### src/rtl/spike_det_pkg.sv
// Shared types and defaults for the spike run detector.
package spike_det_pkg;

  localparam int DATA_W  = 12;
  localparam int MIN_RUN = 3;
  localparam int MAX_GAP = 1;

  typedef enum logic [2:0] {
    StIdle    = 3'd0,
    StArm     = 3'd1,
    StGap     = 3'd2,
    StSpike   = 3'd3,
    StRefract = 3'd4
  } spike_state_t;

  // Bits needed to hold 0..max_val, never less than one.
  function automatic int cnt_width(input int max_val);
    return (max_val < 1) ? 1 : $clog2(max_val + 1);
  endfunction

endpackage

### src/rtl/spike_sat_counter.sv
// Saturating up-counter with synchronous clear; holds at all-ones.
module spike_sat_counter #(
  parameter int unsigned Width = 16
) (
  input  logic             clk,
  input  logic             clr_i,
  input  logic             inc_i,
  output logic [Width-1:0] cnt_o
);

  logic [Width-1:0] cnt_q, cnt_d;

  always_comb begin
    cnt_d = cnt_q;
    if (clr_i) begin
      cnt_d = '0;
    end else if (inc_i && (cnt_q != {Width{1'b1}})) begin
      cnt_d = cnt_q + 1'b1;
    end
  end

  always_ff @(posedge clk) begin
    cnt_q <= cnt_d;
  end

  assign cnt_o = cnt_q;

endmodule

### src/rtl/spike_run_detector.sv
// Run-length spike detector with gap tolerance, hysteresis release and event pulses.
// Optional refractory period after each spike is enabled by defining SPIKE_REFRACT_EN.
module spike_run_detector #(
  parameter int DATA_W      = spike_det_pkg::DATA_W,
  parameter int MIN_RUN     = spike_det_pkg::MIN_RUN,
  parameter int MAX_GAP     = spike_det_pkg::MAX_GAP,
  parameter int CNT_W       = 16,
  parameter int REFRACT_LEN = 4
) (
  input  logic                     clk,
  input  logic                     rst,
  input  logic                     q_valid,
  input  logic signed [DATA_W-1:0] q,
  input  logic signed [DATA_W-1:0] thr_hi,
  input  logic signed [DATA_W-1:0] thr_lo,
  output logic                     spike,
  output logic                     spike_start,
  output logic                     spike_end,
  output logic [CNT_W-1:0]         spike_cnt
);

  import spike_det_pkg::spike_state_t, spike_det_pkg::cnt_width;
  import spike_det_pkg::StIdle, spike_det_pkg::StArm, spike_det_pkg::StGap, spike_det_pkg::StSpike;
`ifdef SPIKE_REFRACT_EN
  import spike_det_pkg::StRefract;
`endif

  localparam int RUN_W = cnt_width(MIN_RUN);
  localparam int GAP_W = cnt_width(MAX_GAP);

  if (MIN_RUN < 1 || MAX_GAP < 0 || REFRACT_LEN < 1) begin : g_bad_param
    $error("spike_run_detector: illegal parameter value");
  end

  spike_state_t     state_q, state_d;
  logic [RUN_W-1:0] run_q, run_d, run_inc;
  logic [GAP_W-1:0] gap_q, gap_d;
  logic             spike_start_q, spike_start_d;
  logic             spike_end_q, spike_end_d;
  logic             hit, hold_spike, enter_spike;
  logic             run_done;
  spike_state_t     release_st;

  assign hit        = (q >= thr_hi);
  assign hold_spike = (q >= thr_lo);
  assign run_inc    = run_q + 1'b1;
  assign run_done   = (run_inc == RUN_W'(MIN_RUN));

`ifdef SPIKE_REFRACT_EN
  localparam int REFR_W = cnt_width(REFRACT_LEN);
  logic [REFR_W-1:0] refr_q, refr_d;
  assign release_st = StRefract;
`else
  assign release_st = StIdle;
`endif

  always_comb begin
    state_d = state_q;
    run_d   = run_q;
    gap_d   = gap_q;
`ifdef SPIKE_REFRACT_EN
    refr_d  = refr_q;
`endif
    if (q_valid) begin
      case (state_q)
        StIdle: begin
          if (hit) begin
            if (MIN_RUN == 1) begin
              state_d = StSpike;
            end else begin
              state_d = StArm;
              run_d   = RUN_W'(1);
            end
          end
        end
        StArm: begin
          if (hit) begin
            run_d   = run_inc;
            state_d = run_done ? StSpike : StArm;
          end else if (MAX_GAP == 0) begin
            state_d = StIdle;
            run_d   = '0;
          end else begin
            state_d = StGap;
            gap_d   = GAP_W'(1);
          end
        end
        StGap: begin
          // Gap samples never add to the run; a hit resumes counting where it stopped.
          if (hit) begin
            run_d   = run_inc;
            gap_d   = '0;
            state_d = run_done ? StSpike : StArm;
          end else if (gap_q == GAP_W'(MAX_GAP)) begin
            state_d = StIdle;
            run_d   = '0;
            gap_d   = '0;
          end else begin
            gap_d = gap_q + 1'b1;
          end
        end
        StSpike: begin
          if (!hold_spike) begin
            state_d = release_st;
            run_d   = '0;
            gap_d   = '0;
          end
        end
`ifdef SPIKE_REFRACT_EN
        StRefract: begin
          if (refr_q == REFR_W'(REFRACT_LEN - 1)) begin
            state_d = StIdle;
            refr_d  = '0;
          end else begin
            refr_d = refr_q + 1'b1;
          end
        end
`endif
        default: state_d = StIdle;
      endcase
    end
  end

  assign enter_spike   = q_valid && (state_d == StSpike) && (state_q != StSpike);
  assign spike_start_d = enter_spike;
  assign spike_end_d   = q_valid && (state_q == StSpike) && (state_d != StSpike);

  always_ff @(posedge clk) begin
    if (rst) begin
      state_q       <= StIdle;
      run_q         <= '0;
      gap_q         <= '0;
      spike_start_q <= 1'b0;
      spike_end_q   <= 1'b0;
`ifdef SPIKE_REFRACT_EN
      refr_q        <= '0;
`endif
    end else begin
      state_q       <= state_d;
      run_q         <= run_d;
      gap_q         <= gap_d;
      spike_start_q <= spike_start_d;
      spike_end_q   <= spike_end_d;
`ifdef SPIKE_REFRACT_EN
      refr_q        <= refr_d;
`endif
    end
  end

  spike_sat_counter #(
    .Width(CNT_W)
  ) u_spike_cnt (
    .clk  (clk),
    .clr_i(rst),
    .inc_i(enter_spike && !rst),
    .cnt_o(spike_cnt)
  );

  assign spike       = (state_q == StSpike);
  assign spike_start = spike_start_q;
  assign spike_end   = spike_end_q;

endmodule
### config.mk
export PLATFORM = sky130hd
export DESIGN_NAME = spike_run_detector
export DESIGN_NICKNAME = d
export VERILOG_FILES = /design/src/rtl/spike_det_pkg.sv /design/src/rtl/spike_sat_counter.sv /design/src/rtl/spike_run_detector.sv
export SDC_FILE = /design/constraint.sdc
export NUM_CORES = 1
export LEC_CHECK = 0
export ABC_AREA = 1
export CELL_PAD_IN_SITES_DETAIL_PLACEMENT = 2
export CELL_PAD_IN_SITES_GLOBAL_PLACEMENT = 2
export CORE_UTILIZATION = 27
export CTS_CLUSTER_DIAMETER = 200
export DETAILED_ROUTE_END_ITERATION = 7
export GPL_ROUTABILITY_DRIVEN = 0
export GPL_TIMING_DRIVEN = 1
export PLACE_DENSITY = 0.9
export SLEW_MARGIN = 20
export SYNTH_ARGS = -nofsm -noshare
export SYNTH_HDL_FRONTEND = slang
export SYNTH_HIERARCHICAL = 1
export SYNTH_SLANG_ARGS = --single-unit
### constraint.sdc
create_clock -name clk -period 4.35 [get_ports clk]
set_input_delay 0.87 -clock clk [delete_from_list [all_inputs] [get_ports clk]]
set_output_delay 0.87 -clock clk [all_outputs]
set_load 0.01 [all_outputs]
After elaboration in Yosys (flattened, before gate mapping)
Index checks and enable logic that the tools add are counted.
{ "totals": {"regBits": 24, "in_bits": 39, "out_inout_bits": 19, "elab_cells": 55} }
{ "op_classes": {"n_addsub": 3, "n_lt_le_gt_ge": 2, "eq_ne": 13, "n_mux": 19, "n_reduce_logical": 12} }
{ "ops": {"columns": ["operator", "n"], "rows": [
  ["greater-or-equal comparator 12 bit", 2],
  ["adder 16 x 1 -> 16 bit, second input constant", 1],
  ["!= test 16 bit, second input constant", 1],
  ["2-to-1 mux 3 bit", 5],
  ["2-to-1 mux 2 bit", 7],
  ["case mux 3 bit (4 select lines)", 1],
  ["== test 3 x 2 -> 1 bit, second input constant", 3],
  ["!= test 2 bit, second input constant", 4],
  ["case mux 2 bit (4 select lines)", 1],
  ["logical AND 1 bit", 6],
  ["!= test 3 x 2 -> 1 bit, second input constant", 2],
  ["AND reduction 6 bit", 1],
  ["2-to-1 mux 1 bit", 4],
  ["AND reduction 4 bit", 1],
  ["nonzero test 4 bit", 1],
  ["== test 3 x 1 -> 1 bit, second input constant", 1],
  ["zero test 3 bit", 1],
  ["!= test 3 bit, second input constant", 1],
  ["case mux 1 bit (3 select lines)", 1],
  ["nonzero test 3 bit", 1],
  ["adder 2 x 1 -> 2 bit, second input constant", 1],
  ["== test 2 bit, second input constant", 1],
  ["adder 1 bit, second input constant", 1],
  ["zero test 1 bit", 1]
]} }

Longest topological paths before layout
{ "depth": {"ltp_word": 11, "ltp_mapped": 25} }

Modules after synthesis
Netlist, hierarchy kept.
{ "by_module_without_submodules": {"columns": ["mod", "n_inst", "cells_each", "area_per_inst_um2", "seq_area_each_um2"], "rows": [
  ["spike_run_detector", 1, 188, 1192.4, 160.2],
  ["spike_sat_counter", 1, 149, 929.6, 320.3]
]} }

Worst setup path after synthesis
Ideal clock, no wire load.
{ "synth_path": {"kind": "input -> register", "start": "input thr_hi[11]", "end": "register u_spike_cnt.cnt_q[13] (netlist: u_spike_cnt/cnt_o[13])", "arrival_time_ns": 2.948, "path_slack_ns": 1.287, "stages": 19, "path_cell_list": "inv_1 ha_1 a21o_1 nor2_1 nand4_1 nand3_4 nand2_2 nand3_2 nand2_2 nand2_2 nand4_2 nor2_1 buf_2 nand3_1 or2_0 nor2_1 nand3_1 nand2_1 nor2_1"} }
{ "synth_via": {"elab_chain_cells": 9, "word_cells_on_any_way": 11, "classes_between": "1 x order compare; 1 x eq/ne; 5 x mux; 4 x reduce/logical"} }
{ "synth_rtl": {"columns": ["item", "line", "text"], "rows": [
  ["from (decl)", "spike_run_detector.sv:14", "input logic signed [DATA_W-1:0] thr_hi,"],
  ["greater-or-equal comparator 12 bit (*)", "spike_run_detector.sv:44", "assign hit = (q >= thr_hi);"],
  ["2-to-1 mux 3 bit (tied with other cells)", "spike_run_detector.sv:90", "if (hit) begin"],
  ["case mux 3 bit (4 select lines) (*)", "spike_run_detector.sv:65", "case (state_q)"],
  ["2-to-1 mux 3 bit (*)", "spike_run_detector.sv:64", "if (q_valid) begin"],
  ["== test 3 x 2 -> 1 bit (*)", "spike_run_detector.sv:124", "assign enter_spike = q_valid && (state_d == StSpike) && (state_q != StSpike);"],
  ["logical AND 1 bit (*) (2 in a row)", "spike_run_detector.sv:124", null],
  ["logical AND 1 bit (*)", "spike_run_detector.sv:155", ".inc_i(enter_spike && !rst),"],
  ["logical AND 1 bit (*)", "spike_sat_counter.sv:17", "end else if (inc_i && (cnt_q != {Width{1'b1}})) begin"],
  ["to (signal assigned)", "spike_sat_counter.sv:23", "cnt_q <= cnt_d;"],
  ["to (decl)", "spike_sat_counter.sv:11", "logic [Width-1:0] cnt_q, cnt_d;"]
]} }
Every way passes the cells marked *; elsewhere a longest branch is shown, timed or not.
A chain may end at the register's enable or synchronous reset.

Final worst setup path
{ "layout_path": {"start": "input thr_hi[11]", "end": "register u_spike_cnt.cnt_q[14] (netlist: u_spike_cnt/cnt_o[14])"} }
The elaborated chain is that of the path after synthesis.

==> results by group <==
STA
  – Final Skew: 0.00384 ns
  – RSZ-0062 raised after global routing: false
  – Worst-Margin Slew: 0.599 ns
  – Slew HR: 0.600
  – Fin worst setup slack: 0.639 ns
  – Min cycle time layout: 3.71 ns
  – Post-route setup TNS: 0 ns
  – Final hold violations: 0
  – Max Freq: 269 MHz
  – Final setup fails: 0
  – Slew Limit Fails: 0
  – Fin crit share: 0.853

Detailed routing
  – Vias per inst: 4.80
  – Drt first pass iters: 4
  – Vias: 2380
  – Wire per inst: 15.4 um
  – Final WL: 7660 um
  – Drt initial violations: 30
  – ANT nets after route: 0
  – DRC Markers: 0

Clock tree
  – Inserted Clock Buffers: 3
  – CTS tree: done
  – Clock Path Buffers: 2
  – Hold-fix buffers, CTS: 0
  – Clk_lat worst skew: 0.28 ns
  – Post-CTS resize count: 0
  – H-tree depth: 1
  – CTS clock-pin slew for the worst setup and hold paths: 0.09 ns
  – Clock sinks: 24
  – Post-CTS setup buffer count: 0
  – CTS root buf: clkbuf_8

Die
  – Die Height: 90.7 um
  – Die area: 8220 um2
  – IO Pins: 58
  – Core footprint: 7410 um2
  – Initial Utilization: 0.286
  – Placement Rows: 31
  – Die width: 90.7 um

Synth
  – Post-synthesis sequential area ratio: 0.226
  – Netlist Area Pre-Place: 2120 um2
  – Number of synthesized register bits: 24
  – Cell taking the most area after synthesis: dfxtp_1
  – Syn Area/Cell: 6.30 um2
  – Yosys warning total: 6
  – Synth Net Count: 402
  – Mapped Cells: 337
  – Synth unique cells: 26
  – Post-synth top area share: 0.226
  – Synth area leaders: dfxtp_1, nand2_1, ha_1, inv_1, nor2_1

Cells and area
  – Fillers: 922
  – Layout Area Growth over Synthesis: 35.8%
  – Nets@finish: 463
  – ANT cells: 0
  – Final Instance Area: 2880 um2
  – Fin util: 0.389
  – Share of cells above drive strength 1: 0.0932

Setup path
  – Crit path DAT: 3.89 ns
  – CP Class: in2reg
  – Worst-path maximum fanout: 8
  – Setup crit end kind: register
  – Worst reg2reg path depth: 18
  – Startpoint Class: input port
  – Critical Path RT: 4.53 ns

Power
  – P_leak: 1.38 nW
  – Worst VDD drop: 0.000120 V
  – Pwr Density: 208 nW/um2

Global route
  – All-layer global routing usage: 0.194
  – Largest net degree at the start of global routing: 17
  – Initial antenna violation count: 0
  – Global-route wire length before repair: 12700 um
  – Vias in the first global route: 2630
  – GRT Residual Overflow: 0

Outcome
  – Status: completed

Place
  – Area after DPL: 2810 um2
  – Post-DP HPWL: 6230 um
  – Dpl ws: 0.392 ns
  – Port Buf Inserts: 57

Min path
  – Hold path depth: 2
  – Worst min path class: reg2reg

Job
  – Max-cap check violation count: 0
[report_power, final]
group | switching (W) | total (W) | internal (W) | leakage, nW
combinational | 0.0000899 | 0.000167 | 0.0000770 | 1.15
sequential | 0.00000397 | 0.000229 | 0.000225 | 0.194
clock | 0.0000814 | 0.000205 | 0.000123 | 0.0357
total | 0.000175 | 0.000601 | 0.000426 | 1.38
[area by class of cell]
type / count / area (um2) / area share
Clock inverter: 1 / 30.0 / 0.0104
Tap cell: 99 / 124 / 0.0430
Clock buffer: 3 / 41.3 / 0.0143
Sequential cell: 24 / 480 / 0.167
Inverter: 64 / 240 / 0.0833
Timing Repair Buffer: 58 / 578 / 0.201
Multi-Input combinational cell: 247 / 1390 / 0.482
[metal layers]
metal	part of all wire	wire length, um	GRT usage	vias up
li1	-	-	-	1173
met1	0.42	3240	0.211	1168
met2	0.54	4140	0.389	31
met3	0.021	158	0.0185	8
met4	0.015	112	0.0565	0
met5	0	0	0	-
[cell usage in the layout (no fill, tap or decap)]
master,n
clkdlybuf4s50_1,57
nor2_8,1
nor3_1,4
clkbuf_8,3
nand4_1,9
o21ai_1,3
a21oi_1,18
inv_2,3
nand2_4,2
o21a_1,1
nand3_1,17
inv_1,61
nand2_2,7
a21o_1,2
nand4_2,1
buf_4,1
o21ai_0,2
or2_0,1
o211ai_2,1
nor2_1,46
nor2_4,3
nand3_2,2
dfxtp_1,24
nand3_4,1
nand2_1,89
nor2_2,11
bufinv_16,1
ha_1,26
[worst max-delay path: stages]
cell	delay [ns]
clkdlybuf4s50_1	0.45
inv_1	0.05
ha_1	0.33
nand2_1	0.11
inv_2	0.08
nand2_4	0.05
nor2_4	0.12
nand4_1	0.16
nand3_4	0.19
nand2_2	0.08
nand3_1	0.09
nand2_1	0.07
nand3_2	0.08
nand4_2	0.10
nor2_1	0.10
buf_4	0.17
nand2_1	0.11
inv_1	0.11
nand3_1	0.14
nor2_1	0.18
nand3_1	0.10
nand2_1	0.08
nor2_1	0.05
[kinds of logic after synthesis]
kind of cell / synth area share
compound gates: 0.0708
fa+ha+maj: 0.153
buf+inv: 0.119
flops: 0.226
simple gates: 0.430
[synthesized netlist by cell type]
cell type	n
nand2_4	2
inv_2	3
or2_0	1
nand4_1	9
nor3_1	4
nand3_1	17
o211ai_2	1
nor2_1	46
o21ai_1	3
clkbuf_4	1
nor2_2	11
nand2_1	89
nor2_4	3
o21a_1	1
nand3_4	1
dfxtp_1	24
ha_1	26
inv_1	61
nor2_8	1
buf_2	1
nand4_2	1
a21o_1	2
nand3_2	2
a21oi_1	18
o21ai_0	2
nand2_2	7
[state kept, by name (all words and copies together) (netlist names)]
name and count:
u_spike_cnt/cnt_o 16, gap_q 1, run_q 2, spike_start 1, state_q 3, spike_end 1
[per-stage QoR]
step	hold slack [ns]	power, W	instances
final	0.464	0.000601	496
after global placement	0.443	0.000391	492
after detailed placement	0.453	0.000402	492
after CTS	0.469	0.000614	496
after floorplan	0.427	0.000330	337
after global routing	0.483	0.000638	496
[final timing paths]
check,to,start,slack (ns)
max reg2reg,u_spike_cnt/cnt_o[14]$_SDFFE_PP0P_,state_q[1]$_SDFF_PP0_,1.76
min,gap_q$_SDFFE_PP0P_,gap_q$_SDFFE_PP0P_,0.46
min reg2reg,gap_q$_SDFFE_PP0P_,gap_q$_SDFFE_PP0P_,0.46
max,u_spike_cnt/cnt_o[14]$_SDFFE_PP0P_,thr_hi[11],0.64
Note: power is estimated with default switching activity, not from simulation.
